File: src/rtl/led_fader_if.sv
// Pattern handshake between the LED rotation stage and led_fader.
// The master drives start_port/pattern_in; the slave returns done_port.
interface led_fader_if #(
  parameter int unsigned CHANNELS = 4
);
  logic                start_port;
  logic [CHANNELS-1:0] pattern_in;
  logic                done_port;

  modport master (
    output start_port,
    output pattern_in,
    input  done_port
  );

  modport slave (
    input  start_port,
    input  pattern_in,
    output done_port
  );
endinterface

File: src/rtl/led_fader.sv
// LED fader: loads one-hot channel patterns through a start/done handshake,
// sets the selected channels to full brightness and lets every lit channel
// decay one level per prescaler tick, driving the pins through per-channel PWM.
// Optional feature macro LED_FADER_GAMMA_EN: quadratic duty (l*l) over a
// 2*LEVEL_W-bit PWM counter instead of the linear duty over LEVEL_W bits.
module led_fader #(
  parameter int unsigned CHANNELS  = 4,
  parameter int unsigned LEVEL_W   = 4,
  parameter int unsigned DIV_W     = 16,
  parameter int unsigned DECAY_DIV = 1000   // 1..2**DIV_W-1
) (
  input  logic                clock,
  input  logic                reset,        // synchronous, active low
  led_fader_if.slave          hs,
  output logic [CHANNELS-1:0] led_out
);

`ifdef LED_FADER_GAMMA_EN
  localparam int unsigned PWM_W = 2 * LEVEL_W;
`else
  localparam int unsigned PWM_W = LEVEL_W;
`endif

  localparam logic [DIV_W-1:0] DIV_LAST = DIV_W'(DECAY_DIV - 1);

  typedef enum logic [1:0] {
    IDLE = 2'd0,
    LOAD = 2'd1,
    DONE = 2'd2
  } state_t;

  state_t              state, next_state;
  logic [CHANNELS-1:0] pat_q;
  logic                load;
  logic                tick;
  logic [DIV_W-1:0]    div_cnt;
  logic [PWM_W-1:0]    pwm_cnt;
  logic [LEVEL_W-1:0]  level [CHANNELS];

  // Brightness level to PWM compare threshold.
  function automatic logic [PWM_W-1:0] duty(input logic [LEVEL_W-1:0] l);
`ifdef LED_FADER_GAMMA_EN
    return PWM_W'(l) * PWM_W'(l);
`else
    return l;
`endif
  endfunction

  // Handshake state register and pattern capture on acceptance in IDLE.
  always_ff @(posedge clock) begin
    if (!reset) begin
      state <= IDLE;
      pat_q <= '0;
    end else begin
      state <= next_state;
      if (state == IDLE && hs.start_port) begin
        pat_q <= hs.pattern_in;
      end
    end
  end

  // Next-state decode; done_port is a Moore output of the DONE state.
  always_comb begin
    next_state   = state;
    load         = 1'b0;
    hs.done_port = 1'b0;
    unique case (state)
      IDLE: if (hs.start_port) next_state = LOAD;
      LOAD: begin
        load       = 1'b1;
        next_state = DONE;
      end
      DONE: begin
        hs.done_port = 1'b1;
        next_state   = IDLE;
      end
      default: next_state = IDLE;
    endcase
  end

  assign tick = (div_cnt == DIV_LAST);

  // Decay prescaler: counts 0..DECAY_DIV-1 and wraps.
  always_ff @(posedge clock) begin
    if (!reset) begin
      div_cnt <= '0;
    end else if (tick) begin
      div_cnt <= '0;
    end else begin
      div_cnt <= div_cnt + DIV_W'(1);
    end
  end

  // Per-channel brightness: a load wins over decay, decay saturates at zero.
  always_ff @(posedge clock) begin
    if (!reset) begin
      for (int unsigned i = 0; i < CHANNELS; i++) begin
        level[i] <= '0;
      end
    end else begin
      for (int unsigned i = 0; i < CHANNELS; i++) begin
        if (load && pat_q[i]) begin
          level[i] <= '1;
        end else if (tick && level[i] != '0) begin
          level[i] <= level[i] - LEVEL_W'(1);
        end
      end
    end
  end

  // Free-running PWM counter, wraps from all-ones to zero.
  always_ff @(posedge clock) begin
    if (!reset) begin
      pwm_cnt <= '0;
    end else begin
      pwm_cnt <= pwm_cnt + PWM_W'(1);
    end
  end

  // Registered PWM compare per channel.
  always_ff @(posedge clock) begin
    if (!reset) begin
      led_out <= '0;
    end else begin
      for (int unsigned i = 0; i < CHANNELS; i++) begin
        led_out[i] <= (duty(level[i]) > pwm_cnt);
      end
    end
  end

endmodule

File: src/flat_wrapper.sv
// flat-port wrapper written by rule: the top's interface ports become plain ports
module led_fader_flat 
#(
  parameter int unsigned CHANNELS  = 4,
  parameter int unsigned LEVEL_W   = 4,
  parameter int unsigned DIV_W     = 16,
  parameter int unsigned DECAY_DIV = 1000                   
)
  (clock, reset, led_out, hs_start_port, hs_pattern_in, hs_done_port);
  led_fader_if #(.CHANNELS(CHANNELS)) hs_i ();
  input  logic clock;
  input  logic reset;
  output logic [CHANNELS-1:0] led_out;
  input wire logic [$bits(hs_i.start_port)-1:0] hs_start_port;
  input wire logic [$bits(hs_i.pattern_in)-1:0] hs_pattern_in;
  output wire logic [$bits(hs_i.done_port)-1:0] hs_done_port;
  assign hs_i.start_port = hs_start_port;
  assign hs_i.pattern_in = hs_pattern_in;
  assign hs_done_port = hs_i.done_port;
  led_fader #(.CHANNELS(CHANNELS), .LEVEL_W(LEVEL_W), .DIV_W(DIV_W), .DECAY_DIV(DECAY_DIV)) u_core (.clock(clock), .reset(reset), .hs(hs_i), .led_out(led_out));
endmodule
File: config.mk
export PLATFORM = sky130hd
export DESIGN_NAME = led_fader_flat
export DESIGN_NICKNAME = d
export VERILOG_FILES = /design/src/rtl/led_fader_if.sv /design/src/rtl/led_fader.sv /design/src/flat_wrapper.sv
export SDC_FILE = /design/constraint.sdc
export NUM_CORES = 1
export LEC_CHECK = 0
export ABC_AREA = 1
export CORE_MARGIN = 10
export CORE_UTILIZATION = 25
export DETAILED_ROUTE_END_ITERATION = 16
export PLACE_DENSITY = 0.36
export SLEW_MARGIN = 30
export SYNTH_ARGS = -nofsm -noshare
export SYNTH_HDL_FRONTEND = slang
export SYNTH_SLANG_ARGS = --single-unit
File: constraint.sdc
create_clock -name clock -period 5 [get_ports clock]
set_input_delay 1 -clock clock [delete_from_list [all_inputs] [get_ports clock]]
set_output_delay 1 -clock clock [all_outputs]
set_load 0.02 [all_outputs]
Word level (Yosys, flattened, before mapping):

Memory sizes are Yosys's and may differ from the RTL's.
Cells that the tools add are included.

* logic and storage cells: 85
* flip-flop bits (word level): 30
* output and inout bits: 5
* memories kept: 1
* RAM bits: 16

* reductions and logical operators: 15
* equality and inequality tests: 4
* bitwise operators: 9
* multiplexer cells: 41
* $add $sub $neg: 6
* $lt $le $gt $ge: 4

Memory list
* u_core.level: words 4, width 4, read ports 4, clocked after memory_dff 0, write ports 4, RTL line led_fader.sv:38 `logic [LEVEL_W-1:0] level [CHANNELS];`

Operators with widths (number)
* 2-to-1 mux 4 bit: 8
* 2-to-1 mux 1 bit: 31
* adder 16 x 1 -> 16 bit, second input constant: 1
* == test 16 x 10 -> 1 bit, second input constant: 1
* greater-than comparator 4 bit: 4
* nonzero test 4 bit: 4
* subtractor 4 x 1 -> 4 bit, second input constant: 4
* logical AND 1 bit: 9
* bitwise OR 1 bit: 8
* adder 4 x 1 -> 4 bit, second input constant: 1
* one-hot mux 2 bit (2 select lines): 1
* == test 2 x 1 -> 1 bit, second input constant: 1
* == test 2 bit, second input constant: 1
* logical NOT 2 bit: 1
* 2-to-1 mux 2 bit: 1
* != test 2 bit, second input constant: 1
* OR reduction 2 bit: 1
* inverter 1 bit: 1

Depth between registers and ports, before layout:

* depth in word-level cells: 8
* depth in mapped cells: 9

Worst setup path after synthesis:

OpenSTA, ideal clock, no wires.

* kind: input-to-reg
* start: in reset
* end: mem u_core.level[0][0] (enable)
* cell stages on the path: 5
* data required time: 4.688 ns
* path slack: 3.043 ns
* data arrival time: 1.645 ns
* setup time: 0.312 ns
* path through: buf_2 -> nand2_1 -> nor2_2 -> nand3_1 -> nand3_1

RTL lines
* start: declaration: RTL line flat_wrapper.sv:12 `input logic reset;`
* end: declaration: RTL line led_fader.sv:38

==> metrics.md <==
| Metric | Value |
|---|---|
| Max-cap violations | 0 |
| Slew margin rel. | 0.703 |
| Vias per cell | 4.23 |
| Largest net degree at the start of global routing | 22 |
| Power, Total | 0.763 mW |
| #FFs+latches synth | 46 |
| N_diodes | 0 |
| # DRC | 0 |
| Max FO, Critical Path | 21 |
| Antenna viol nets, final | 0 |
| Pleak | 1.29 nW |
| Total grt overflow | 0 |
| DR pass1 iterations | 4 |
| Clock period minus worst slack | 2.39 ns |
| Worst endpoint required time | 5.00 ns |
| Placed cell area | 2930 um^2 |
| Layout area overhead | 13.2% |
| Number of hold violations in the final report | 0 |
| Cell area power density | 253 nW/um^2 |
| Area fraction of the dominant cell type after synthesis | 0.225 |
| Seq/Total Area, Yosys | 0.405 |
| Cells after synthesis | 356 |
| Fin crit share | 0.478 |
| H-tree depth | 2 |
| Sink Count | 46 |
| GPL Wtd Cong | 0.762 |
| Initial core utilization | 0.257 |
| Maximum VDD drop | 0.0988 mV |
| Top FF cell, synth | dfxtp_1 |
| Critical path class | input pin to register |
| Port Buffers | 11 |
| Final Routed Wirelength | 5720 um |
| Hold buffers post-CTS | 0 |
| Die ar. | 15200 um^2 |
| Share of layout cells above drive strength 1 | 0.0484 |
| Core Footprint | 10400 um^2 |
| Post-cts sizing count | 0 |
| Top area cells in the synthesized netlist | dfxtp_1 23%, edfxtp_1 18%, nand2_1 12% |
| Clock root cell | clkbuf_8 |
| Number of enable flip-flop cells after synthesis | 16 |
| Yosys Warn Count | 0 |
| RSZ-0062 raised after global routing | no |
| Vias in the first global route | 2112 |
| Die Wd | 123 um |
| CTS tree | done |
| DR WL/cell | 11.3 um |
| Fin area | 3020 um^2 |
| Number of buffers on the longest clock path | 2 |
| Overall Global Routing Usage | 0.0800 |
| Final Util | 0.291 |
| Post-layout net count | 400 |
| DPL Wire Length | 4420 um |
| Cell accounting for the most synthesized area | dfxtp_1 |
| Clock-pin slew on the worst setup and hold paths | 0.09 ns |
| Via count | 2150 |
| Startpoint Class | input pin |
| Initial DRC count | 169 |
| IO Pins | 12 |
| Pins Over Slew Limit | 0 |
| Synth Cell Area | 2670 um^2 |
| Antenna violations before repair | 0 |
| Die height | 123 um |
| Post-CTS Setup Bufs | 0 |
| Max Clock Freq | 419 MHz |
| Mapped Nets | 385 |
| Mean Syn Cell Area | 7.49 um^2 |
| First-pass GRT wire length | 9840 um |
| Fin Clk Skew | 0.00693 ns |
| Clk Latency, worst-skew pair | 0.30 ns |
| Slew @ Worst Pin | 0.443 ns |
| Hold Path Class | register to register |
| CP Capture Type | register |
| Num rows | 37 |
| Distinct cells, synth | 27 |
| Post-synthesis async set-or-reset flop share | 0 |
| Status | finished, final reports clean |
| Arr. time, crit path | 2.39 ns |
| Final Setup Violations | 0 |
| Setup TNS | 0 ns |
| Num CTS Buffers | 5 |
-- area by class of cell --
| cell class | instances | area [um^2] |
|---|---|---|
| Fill cell | 1147 | 7350 |
| Multi-Input combinational cell | 252 | 1360 |
| Sequential cell | 46 | 1080 |
| Inverter | 54 | 203 |
| Tap cell | 136 | 170 |
| Timing Repair Buffer | 12 | 118 |
| Clock buffer | 7 | 86.3 |
| Clock inverter | 1 | 5.00 |
-- synthesized netlist by cell type, drive strengths merged, types with 2 or more instances --
cell	count
a21oi	20
o21bai	2
nand2	85
o21ai	14
edfxtp	16
dfxtp	30
o211ai	2
xnor2	7
nand4	13
inv	54
ha	22
nor2	50
buf	3
xor2	2
nand3b	2
nand3	31
-- cell families after synthesis --
kind of cell / Yosys count / share of synthesized area
DFF: 46 / 0.405
buffers and inverters: 58 / 0.0863
and+or+nand+nor: 183 / 0.296
xor gates and xnor gates: 9 / 0.0296
adders and majority gates: 22 / 0.103
AOI/OAI and AO/OA: 38 / 0.0793
-- power breakdown --
part / internal [mW] / switching, mW / total [mW]
logic: 0.0417 / 0.0584 / 0.100
clock network: 0.112 / 0.134 / 0.246
registers: 0.404 / 0.0125 / 0.417
-- placed cells by master (no fill, tap or decap) --
master and instances:
xor2_1 2, nor2_2 3, ha_1 22, edfxtp_1 16, inv_2 3, o21ai_1 2, buf_4 1, nand2_2 2
nor2_1 46, o21bai_1 2, and2_1 1, dfxtp_1 30, clkinv_2 1, nand3_1 31, a21oi_1 20, clkbuf_8 6
o21ai_4 1, clkbuf_1 1, xnor2_1 7, nand4_1 13, nand3b_1 2, nand2_1 83, or2_0 1, o211ai_1 2
clkdlybuf4s50_1 11, o21ai_0 11, inv_1 51, nor2_4 1
-- sequential cells by signal (all words and copies together), names as in the netlist --
name	cells
u_core.div_cnt	16
u_core.led_out	4
u_core.level	16
u_core.pat_q	4
u_core.pwm_cnt	4
u_core.state	2
-- worst max-delay path: stages --
cell and delay, ns:
clkdlybuf4s50_1 0.45, buf_4 0.25, nand2_1 0.08, nor2_1 0.25
nand3_1 0.14, nand3_1 0.20
-- metal layers --
metal | share of wire | track usage
met5 | 0 | 0
met2 | 0.48 | 0.136
met1 | 0.48 | 0.0969
met4 | 0.013 | 0.0262
met3 | 0.033 | 0.0187
-- path summary, 6_finish.rpt --
kind                                     start                               end  slack [ns]  depth (start not counted)
hold reg to reg   u_core.pat_q[2]$_SDFFE_PN0P_      u_core.pat_q[2]$_SDFFE_PN0P_        0.46                          2
setup / recovery                         reset  u_core.level[1][2]$_SDFFCE_PN0P_        2.61                          6
hold / removal    u_core.pat_q[2]$_SDFFE_PN0P_      u_core.pat_q[2]$_SDFFE_PN0P_        0.46                          2
setup reg to reg  u_core.div_cnt[0]$_SDFF_PP0_      u_core.level[3][2]$_DFFE_PP_        3.18                          7
-- per-stage QoR --
| step | instances | worst slack (ns) | hold WS, ns |
|---|---|---|---|
| after global routing | 508 | 2.49 | 0.485 |
| after global placement | 500 | 2.35 | 0.443 |
| after CTS | 508 | 2.61 | 0.465 |
| after detailed placement | 500 | 2.28 | 0.451 |
| final | 508 | 2.61 | 0.464 |
| after floorplan | 356 | 3.04 | 0.430 |
No activity file was read; power rests on OpenSTA's default activity.
==> variant 1: new RTL, same flow settings <==
`DECAY_DIV` is set to 1000 in 2 places; all go to 750.
--- a/src/rtl/led_fader.sv
+++ b/src/rtl/led_fader.sv
@@ -7,7 +7,7 @@
   parameter int unsigned CHANNELS  = 4,
   parameter int unsigned LEVEL_W   = 4,
   parameter int unsigned DIV_W     = 16,
-  parameter int unsigned DECAY_DIV = 1000   // 1..2**DIV_W-1
+  parameter int unsigned DECAY_DIV = 750   // 1..2**DIV_W-1
 ) (
   input  logic                clock,
   input  logic                reset,        // synchronous, active low
--- a/src/flat_wrapper.sv
+++ b/src/flat_wrapper.sv
@@ -4,7 +4,7 @@
   parameter int unsigned CHANNELS  = 4,
   parameter int unsigned LEVEL_W   = 4,
   parameter int unsigned DIV_W     = 16,
-  parameter int unsigned DECAY_DIV = 1000                   
+  parameter int unsigned DECAY_DIV = 750                   
 )
   (clock, reset, led_out, hs_start_port, hs_pattern_in, hs_done_port);
   led_fader_if #(.CHANNELS(CHANNELS)) hs_i ();
Check against the original RTL: no difference found for any inputs over 10 cycles, from zero or initial values and one cycle with reset low; that may be too few to reach the edited logic, so the function may still have changed.
==> variant 1 against the original RTL <==
Sequential cell count unchanged. Final area is 2.2% higher. Via count rose by 1.2%. Final cell count grew 0.39%. Setup slack improved by 26 ps. Wire length grew 3.8%. Synthesized area is 0.61% higher. Fmax grew 1.1%. Power is 13% higher. Sequential share of layout area shrank 0.78 points. Largest cell class unchanged. Largest power group unchanged.
==> variant 1: results (changes against the original RTL) <==
[layout]
reg.largest.list=u_core.div_cnt (16), u_core.level (16)
num_antenna_cells=0  ; unchanged
fill_cells=1145  ; -0.17%
drive_above_1_share_pct=5.35  ; +0.51 points
finalNetCount=403  ; +0.75%

[global_route]
grt_pass1_wl_um=10300  ; +5.0%
track_usage_pct=8.42  ; +0.43 points
grt_pass1_vias=2053  ; -2.8%
antenna_found_initial=0  ; unchanged
grt_start_max_net_pins=21  ; -4.5%
met2_usage_pct=12.4  ; -1.2 points
grt_util_met1_pct=11.9  ; +2.2 points
grt_use_met3_pct=1.99  ; +0.12 points

[clock_network]
clk_path_buf_depth=2  ; unchanged
numCtsBuffers=5  ; unchanged
cts.htree.levels=2  ; unchanged
cts_setup_buffers=0  ; unchanged

[sta]
max_slew_margin_pct=67.0  ; -3.3 points
fin_skew_ps=11.6  ; +4.65 ps

[drt]
wl_met2_um=2460  ; -9.5%
wl_met3_um=210  ; +11%
viasPerCell=4.27  ; +0.81%
drt_iter0_drc=128  ; -24%
m1WireLength_um=3180  ; +16%
highest_layer=met4
wl_um=5930  ; +3.8%
first_pass_iters=4  ; unchanged

[logic_synthesis]
synth_nets=388  ; +0.78%
yosys_warnings=0  ; unchanged
synth_edf_count=16  ; unchanged
yosysUniqueCellTypes=27  ; unchanged
netlist_top_cells_count=85 x nand2_1, 52 x inv_1, 47 x nor2_1, 31 x nand3_1, 30 x dfxtp_1
synth-seq-area-share_pct=40.3  ; -0.25 points
async_flop_share_pct=0  ; unchanged
synth_area_leaders=dfxtp_1 22%, edfxtp_1 18%, nand2_1 12%, ha_1 11%, inv_1 7.3%

[pwr]
p_sw_uw=206  ; +0.57%
vdd_drop_max_mv=0.135  ; +36%
cellLeakagePower_nw=1.29  ; +0.48%

[min_path]
hp-start=u_core.pat_q[2]

[placement]
io_buffers=11  ; unchanged
place_congestion=0.732  ; -4.0%
dp.final_hpwl_um=4590  ; +3.8%

[outcome]
outcome=complete, no violations

[critical_path]
critPathArrivalTime_ps=1360  ; -1030 ps
startpoint=u_core.state[1]
crit_fanout=3  ; -86%

## variant 1: area by class of cell
| class | count | share of cell area [%] |
|---|---|---|
| clock inverter | 2 | 1.95 |
| sequential | 46 | 35.0 |
| tap | 136 | 5.51 |
| multi-input combinational | 254 | 44.5 |
| timing repair buffer | 12 | 3.81 |
| inverter | 54 | 6.57 |
| clock buffer | 6 | 2.68 |
## variant 1: critical path, cell delays in order, from the launching register on
cell and delay [ps]:
dfxtp_1 310, inv_1 50, nor2_1 90, clkdlybuf4s50_1 610
## variant 1: cells by family after synthesis
family	count (synthesis)	synth area share (%)
AO/OA/AOI/OAI	40	8.25
flip-flops	46	40.3
buffers and inverters	58	8.58
adder cells (fa/ha/maj)	23	10.7
XOR/XNOR	9	2.94
AND/OR/NAND/NOR	182	29.2
## variant 1: metrics by stage
stage	setup slack, ps	instances	utilization, %	area, um2
after floorplan	3060	358	-	2680
after global placement	2340	502	28.4	2940
after CTS	2600	510	29.8	3090
final	2640	510	29.8	3090
after detailed placement	2330	502	28.4	2940
after global routing	2530	510	29.8	3090
## variant 1: final timing paths
check,end,slack [ps],cells past startpoint
max,hs_done_port,2640,3
min,u_core.pat_q[2],460,2
max reg2reg,u_core.level[3][3],3150,7
min reg2reg,u_core.pat_q[2],460,2
## variant 1: power groups by stage
stage	clock network, mW	registers [mW]	logic, mW
2_1_floorplan	0	0.427	0.0680
3_3_place_gp	0	0.426	0.102
3_5_place_dp	0	0.426	0.103
4_1_cts	0.363	0.417	0.104
5_1_grt	0.372	0.420	0.120
6_report	0.347	0.417	0.102
==> variant 2: new RTL, config.mk and constraints unchanged <==
Without the edit above. Reset style: asynchronous (`reset`), changed in 5 clocked blocks.
--- a/src/rtl/led_fader.sv
+++ b/src/rtl/led_fader.sv
@@ -47,7 +47,7 @@
   endfunction
 
   // Handshake state register and pattern capture on acceptance in IDLE.
-  always_ff @(posedge clock) begin
+  always_ff @(posedge clock or negedge reset) begin
     if (!reset) begin
       state <= IDLE;
       pat_q <= '0;
@@ -81,7 +81,7 @@
   assign tick = (div_cnt == DIV_LAST);
 
   // Decay prescaler: counts 0..DECAY_DIV-1 and wraps.
-  always_ff @(posedge clock) begin
+  always_ff @(posedge clock or negedge reset) begin
     if (!reset) begin
       div_cnt <= '0;
     end else if (tick) begin
@@ -92,7 +92,7 @@
   end
 
   // Per-channel brightness: a load wins over decay, decay saturates at zero.
-  always_ff @(posedge clock) begin
+  always_ff @(posedge clock or negedge reset) begin
     if (!reset) begin
       for (int unsigned i = 0; i < CHANNELS; i++) begin
         level[i] <= '0;
@@ -109,7 +109,7 @@
   end
 
   // Free-running PWM counter, wraps from all-ones to zero.
-  always_ff @(posedge clock) begin
+  always_ff @(posedge clock or negedge reset) begin
     if (!reset) begin
       pwm_cnt <= '0;
     end else begin
@@ -118,7 +118,7 @@
   end
 
   // Registered PWM compare per channel.
-  always_ff @(posedge clock) begin
+  always_ff @(posedge clock or negedge reset) begin
     if (!reset) begin
       led_out <= '0;
     end else begin
Function: differs if reset is asserted again (counterexample within 4 cycles, from zero or initial values and one cycle with reset low); with reset held inactive, the same outputs for 10 cycles.
==> variant 2 against the original RTL <==
Non-clock buffer count stayed put. Final area is 2.2% higher. Setup slack worse by 25 ps. Register-to-register slack better by 270 ps. Sequential cell count stayed put. Count of clock-buffer cells in the layout stayed put. Clock skew hardly changed. Synthesized area is 1.6% higher. Wire length is 4.9% higher. Utilization is 0.38 points higher. Via count is 1.3% lower. First-iteration DRC count is 53% lower. Critical path type is now register to primary output. Largest cell class unchanged.
Power is not compared: it rests on default switching activity, and its combinational part moved more than twofold at a synthesized area within 25%.
==> variant 2: results (changes against the original RTL) <==
[outcome]
outcome=complete, no violations

[logic_synthesis]
synth_nets=366  ; -4.9%
synth_area_leaders=dfrtp_1 42%, nand2_1 12%, ha_1 10%, inv_1 6.9%, nand3_1 6.6%
yosysUniqueCellTypes=22  ; -19%
netlist_top_cells_count=87 x nand2_1, 50 x inv_1, 46 x dfrtp_1, 40 x nor2_1, 36 x nand3_1
async_flop_share_pct=100  ; +100 points
avgSynthCellArea_um2=8.05  ; +7.4%
synth-seq-area-share_pct=42.5  ; +1.9 points
synth_ff_type=dfrtp_1

[critical_path]
critPathArrivalTime_ps=1410  ; -980 ps
crit_fanout=3  ; -86%
reg2reg_from=u_core.div_cnt[0]
r2r_slack_ps=3450  ; +270 ps
worstReg2RegEnd=u_core.div_cnt[5]

[pwr]
p_sw_uw=387
pwr-share-seq_pct=45.9

[clock_network]
clk_pin_slew_ps=90  ; about the same

[drt]
drt_iter0_drc=80  ; -53%
wl_met2_um=2620  ; -3.7%
highest_layer=met4
m1WireLength_um=3130  ; +14%
first_pass_iters=4  ; unchanged
wire_per_inst_um=12.2  ; +8.1%

[placement]
dp_cells=485  ; -3.0%
place_congestion=0.754  ; -1.1%
place_area_um2=2990  ; +2.3%
dp_worst_setup_slack_ps=2920  ; +639 ps

[global_route]
grt_pass1_wl_um=10200  ; +3.7%
grt_start_max_net_pins=47  ; +110%
track_usage_pct=8.31  ; +0.31 points

[layout]
post-route-util_pct=29.5  ; +0.38 points
fill_cells=1165  ; +1.6%
finalNetCount=385  ; -3.8%

[min_path]
hold_depth=1  ; -1
hold_path_end=u_core.div_cnt[0]

[sta]
fin_skew_ps=7.31  ; +0.382 ps
whs_ps=461  ; -2.92 ps
max_slew_margin_pct=57.2  ; -13 points

[variant 2: cell types whose count changed after synthesis, moves of 5 or more]
cell,delta
dfrtp_1,+46
dfxtp_1,-30
edfxtp_1,-16
a21oi_1,-14
nand4_1,-8
o21ai_0,-7
xnor2_1,-7
xor2_1,+7
nor2_1,-6
nand3_1,+5
[variant 2: kinds of logic (layout without fill, tap and decap cells)]
| group | after synthesis | in the layout | share of synthesized area [%] |
|---|---|---|---|
| compound gates | 14 | 14 | 3.14 |
| xor+xnor | 9 | 9 | 2.91 |
| fa+ha+maj | 22 | 22 | 10.2 |
| buf+inv | 54 | 74 | 7.52 |
| flops | 46 | 46 | 42.5 |
| simple gates | 192 | 192 | 33.8 |
[variant 2: how the worst max path moves through the flow]
stage | start | end | slack, ps | cells past startpoint
after global routing | u_core.state[1] | hs_done_port | 2490 | 3
after CTS | u_core.state[1] | hs_done_port | 2560 | 3
after detailed placement | u_core.state[1] | hs_done_port | 2920 | 3
final | u_core.state[1] | hs_done_port | 2590 | 3
after global placement | u_core.state[1] | hs_done_port | 2890 | 3
after floorplan | u_core.state[1] | hs_done_port | 3320 | 2
[variant 2: per-layer routing]
metal,vias to the layer above,GRT usage (%)
met5,-,0
li1,1105,-
met1,985,11.4
met4,0,2.52
met2,28,12.5
met3,4,2.08
[variant 2: final cells by class]
class / count / share of cell area, %
clock inverters: 1 / 0.162
flip-flops and latches: 46 / 37.3
clock buffers: 7 / 2.80
repair buffers: 12 / 3.65
inverters: 54 / 6.61
well taps: 136 / 5.51
multi-input cells: 237 / 44.0
[variant 2: critical path, stage by stage, from the launching register on]
cell	delay (ps)
dfrtp_1	380
inv_1	50
nor2_1	80
clkdlybuf4s50_1	610
